[src/rtl/nibble_add_seq.sv]
// Sequencer for wide add/subtract using one 4-bit ripple slice per clock, LSB nibble first.
// Start/busy/done handshake; Q, cout and ovf are registered and update only when done rises.
module nibble_add_seq #(
    parameter int unsigned NIBBLES = 4
) (
    input  logic                   clk,
    input  logic                   reset,
    input  logic                   start,
    input  logic                   sub,
    input  logic [4*NIBBLES-1:0]   A,
    input  logic [4*NIBBLES-1:0]   B,
    output logic                   busy,
    output logic                   done,
    output logic [4*NIBBLES-1:0]   Q,
    output logic                   cout,
    output logic                   ovf
);

    localparam int unsigned W    = 4 * NIBBLES;
    localparam int unsigned CntW = 3;

    typedef enum logic [1:0] {
        StIdle = 2'd0,
        StAdd  = 2'd1,
        StDone = 2'd2
    } state_e;

    state_e          state_q, state_d;
    logic [W-1:0]    sa_q, sa_d;
    logic [W-1:0]    sb_q, sb_d;
    // Only the upper W-4 bits of R are kept; the newest nibble joins them on the way to Q.
    logic [W-5:0]    r_q, r_d;
    logic            carry_q, carry_d;
    logic [CntW-1:0] cnt_q, cnt_d;
    logic [W-1:0]    q_q, q_d;
    logic            cout_q, cout_d;
    logic            ovf_q, ovf_d;
    logic            busy_q, busy_d;
    logic            done_q, done_d;

    logic [4:0]      slice_sum;
    logic            slice_c3;
    logic [W-1:0]    r_shift;
    logic            capture;
    logic            last;

    always_comb begin
        state_d = state_q;
        sa_d    = sa_q;
        sb_d    = sb_q;
        r_d     = r_q;
        carry_d = carry_q;
        cnt_d   = cnt_q;
        q_d     = q_q;
        cout_d  = cout_q;
        ovf_d   = ovf_q;
        capture = 1'b0;

        slice_sum = {1'b0, sa_q[3:0]} + {1'b0, sb_q[3:0]} + {4'b0, carry_q};
        // Carry into bit 3 recovered from the bit-3 sum: c3 = a3 ^ b3 ^ s3.
        slice_c3  = sa_q[3] ^ sb_q[3] ^ slice_sum[3];
        r_shift   = {slice_sum[3:0], r_q};
        last      = (cnt_q == CntW'(NIBBLES - 1));

        case (state_q)
            StIdle: begin
                if (start) capture = 1'b1;
            end
            StAdd: begin
                r_d     = r_shift[W-1:4];
                sa_d    = {4'b0, sa_q[W-1:4]};
                sb_d    = {4'b0, sb_q[W-1:4]};
                carry_d = slice_sum[4];
                cnt_d   = cnt_q + 1'b1;
                if (last) begin
                    state_d = StDone;
                    q_d     = r_shift;
                    cout_d  = slice_sum[4];
                    ovf_d   = slice_c3 ^ slice_sum[4];
                end
            end
            StDone: begin
                if (start) capture = 1'b1;
                else       state_d = StIdle;
            end
            default: state_d = StIdle;
        endcase

        if (capture) begin
            state_d = StAdd;
            sa_d    = A;
            sb_d    = sub ? ~B : B;
            carry_d = sub;
            cnt_d   = '0;
        end

        busy_d = (state_d == StAdd);
        done_d = (state_d == StDone);
    end

    always_ff @(posedge clk) begin
        if (reset) begin
            state_q <= StIdle;
            sa_q    <= '0;
            sb_q    <= '0;
            r_q     <= '0;
            carry_q <= 1'b0;
            cnt_q   <= '0;
            q_q     <= '0;
            cout_q  <= 1'b0;
            ovf_q   <= 1'b0;
            busy_q  <= 1'b0;
            done_q  <= 1'b0;
        end else begin
            state_q <= state_d;
            sa_q    <= sa_d;
            sb_q    <= sb_d;
            r_q     <= r_d;
            carry_q <= carry_d;
            cnt_q   <= cnt_d;
            q_q     <= q_d;
            cout_q  <= cout_d;
            ovf_q   <= ovf_d;
            busy_q  <= busy_d;
            done_q  <= done_d;
        end
    end

    assign busy = busy_q;
    assign done = done_q;
    assign Q    = q_q;
    assign cout = cout_q;
    assign ovf  = ovf_q;

endmodule

[config.mk]
export PLATFORM = sky130hd
export DESIGN_NAME = nibble_add_seq
export DESIGN_NICKNAME = d
export VERILOG_FILES = /design/src/rtl/nibble_add_seq.sv
export SDC_FILE = /design/constraint.sdc
export NUM_CORES = 1
export LEC_CHECK = 0
export CAP_MARGIN = 40
export CORE_ASPECT_RATIO = 0.75
export CORE_MARGIN = 8
export CORE_UTILIZATION = 30
export DETAILED_ROUTE_END_ITERATION = 6
export HOLD_SLACK_MARGIN = 0.1
export SYNTH_ARGS = -nofsm -noshare
export SYNTH_HDL_FRONTEND = slang
export SYNTH_SLANG_ARGS = --single-unit
[constraint.sdc]
create_clock -name clk -period 2.2 [get_ports clk]
set_input_delay 0.44 -clock clk [delete_from_list [all_inputs] [get_ports clk]]
set_output_delay 0.44 -clock clk [all_outputs]
set_load 0.05 [all_outputs]
==> impl_metrics.ini <==
[sta]
setup_viol = 0
fmax_mhz = 513
min_period_over_period_pct = 88.6
slew_headroom_pct = 51.7
fin_skew_ps = 5.64
setup_tns_ps = 0
slew_viol_final = 0
rsz0062_at_grt = false
hold_violations = 0
period_needed_ps = 1950
worstMarginPinSlew_ps = 724

[route]
drc = 0
first_pass_iters = 4
wl_um = 6650
route.vias.total = 2306
ant_nets = 0
via_per_inst = 4.51
drt-wirelength-per-cell_um = 13.0
drtIter0Drc = 106

[floorplanning]
die_h_um = 101
initial_core_util_pct = 30.5
core_mm2 = 0.00954
placementRows = 31
die_area_mm2 = 0.0131
ios = 56
die_width_um = 130

[yosys]
yosys_warnings = 0
synth_enable_flop_cells = 0
synth_area_leaders = dfxtp_1 (48%), nand2_1 (9.4%), a22oi_1 (8.5%), a21oi_1 (7.2%), xor2_1 (5.4%)
synthesis.area_mm2 = 0.00291
ys_seq_area_share_pct = 48.2
netlist_instances = 326
synth.distinct_cells = 31
ys_ff_latch = 70
async_reset_ff_share_pct = 0
syn-num-nets = 369
yosysMostFrequentCell = nand2_1
synth_ff_type = dfxtp_1
postSynthAreaPerCell_um2 = 8.92
synth.largest_area_cell = dfxtp_1
netlist_top_cells_count = nand2_1 (73), dfxtp_1 (70), a21oi_1 (42)
netlist.area_leader.share_pct = 48.2

[worst_setup_path]
crit_family = buffers and inverters
setup.worst_path.end = Q[15]
cp.arrival_ps = 1510
critical_path_class = flip-flop to output port
cp.depth = 1
r2r-end = ovf
worst_path_max_delay_cell = clkdlybuf4s50_1
crit_required_ps = 1760
worstPathCellList = clkdlybuf4s50_1
r2r_cells = 7
crit_start = Q[15]
crit_fanout = 2
worstReg2RegStart = sb_q[0]
r2r_slack_ps = 310
critPathBufInv = 1
startpoint_type = flip-flop
crit_path_max_incr_delay_ps = 820
end_kind = output port

[min_path]
hold_class = flip-flop to flip-flop

[global_route]
grt_pass1_vias = 2309
grt.overflow.total = 0
antenna_found_initial = 0
track_usage_pct = 10.6
grt_first_pass_wirelength_um = 11000
grt_max_degree = 38

[cells_and_area]
utilization_pct = 40.7
drive_above_1_share_pct = 11.1
antenna_cells = 0
nNetsFinal = 417
syn_to_final_growth_pct = 33.4

[clock_network]
clock_latency_ps = 320
cts.reportedPaths.clkPinSlew_ps = 60
clock-sinks = 70
cts_max_level = 3
root_buffer = clkbuf_16
postCtsResizedCells = 0
postCtsSetupRepairBufs = 0
cts_buffers = 9
cts_max_path_buffers = 2
cts_hold_buf = 0
cts_tree = built

[power]
ir_worst_vdd_mv = 0.374
p_leak_nw = 1.37
power_density_mw_per_mm2 = 834

[placed_design]
gp_congestion = 0.735
dp_hpwl_um = 4730
io_buffer_count = 55

[status]
status = finished, final reports clean

[job]
max-cap-violations = 0
## registers in the layout, summed over array words and instances (netlist names)
name     count
r_q         12
done         1
sa_q        16
cout         1
ovf          1
Q           16
busy         1
carry_q      1
sb_q        16
state_q      2
cnt_q        3
## report_power, final
part	internal [mW]	leakage, nW	switching, mW
registers	1.33	0.570	0.0345
logic	0.161	0.647	0.186
clock network	0.995	0.156	0.533
total	2.48	1.37	0.753
## per-stage QoR
step                      instances  power, mW  area (um^2)  hold WS, ps  setup WS, ps
final                           511       3.24         3880          452           250
after global routing            511       3.38         3880          478           172
after global placement          495       1.73         3560          443           411
after floorplan                 326       1.61         2910          432           497
after detailed placement        495       1.74         3560          448           315
after CTS                       511       3.29         3880          457           219
## cells by family (layout without fill, tap and decap cells)
| logic type | Yosys count | in the layout | share of synthesized area, % |
|---|---|---|---|
| AOI/OAI and AO/OA | 91 | 91 | 20.9 |
| buffers and inverters | 30 | 83 | 5.68 |
| DFF | 70 | 70 | 48.2 |
| and+or+nand+nor | 107 | 107 | 15.4 |
| muxes | 1 | 1 | 0.344 |
| adders and majority gates | 7 | 7 | 3.53 |
| xor gates and xnor gates | 20 | 20 | 6.02 |
## layout make-up
type | count | area [um^2]
fill | 992 | 5660
timing repair buffer | 63 | 631
inverter | 4 | 15.0
tap | 132 | 165
clock buffer | 9 | 225
sequential | 70 | 1400
multi-input combinational | 226 | 1340
clock inverter | 7 | 98.8
## layer usage
metal	up-vias	GRT usage, %	wire [um]
met5	-	0	0
met4	0	3.47	59
met3	6	4.21	353
met2	50	16.5	3170
met1	1051	13.1	3060
li1	1199	-	-
## worst min path at each step
stage	endpoint	cells past startpoint	startpoint
finish	Q[4]	2	Q[4]
global route	r_q[3]	2	r_q[3]
CTS	sb_q[7]	2	sb_q[7]
detailed placement	Q[4]	2	Q[4]
global placement	sb_q[7]	2	sb_q[7]
floorplan	Q[0]	2	r_q[0]
## cell usage in the layout, fill, tap and decap left out
cell | Yosys | layout
nand2_1 | 73 | 73
dfxtp_1 | 70 | 70
clkdlybuf4s50_1 | 0 | 54
a21oi_1 | 42 | 42
a22oi_1 | 33 | 33
nor2_1 | 22 | 22
xor2_1 | 18 | 18
a21oi_2 | 9 | 9
clkbuf_16 | 0 | 9
buf_4 | 5 | 6
ha_1 | 5 | 5
inv_1 | 4 | 4
nor3_1 | 3 | 3
clkinv_4 | 0 | 3
xnor2_1 | 2 | 2
a211oi_1 | 2 | 2
nand3b_1 | 2 | 2
fa_1 | 2 | 2
bufinv_16 | 0 | 2
buf_12 | 0 | 2
nor2b_4 | 1 | 1
or2b_1 | 1 | 1
nor2b_2 | 0 | 1
mux2i_1 | 1 | 1
and2_4 | 1 | 1
nand2_2 | 1 | 1
nor2_4 | 1 | 1
a21o_1 | 1 | 1
o31ai_1 | 1 | 1
nand2b_1 | 1 | 1
a2111oi_2 | 1 | 1
o31ai_2 | 1 | 1
a211oi_2 | 1 | 1
clkinv_2 | 0 | 1
clkinvlp_4 | 0 | 1
buf_2 | 9 | 1
(Power assumes the default switching activity.)
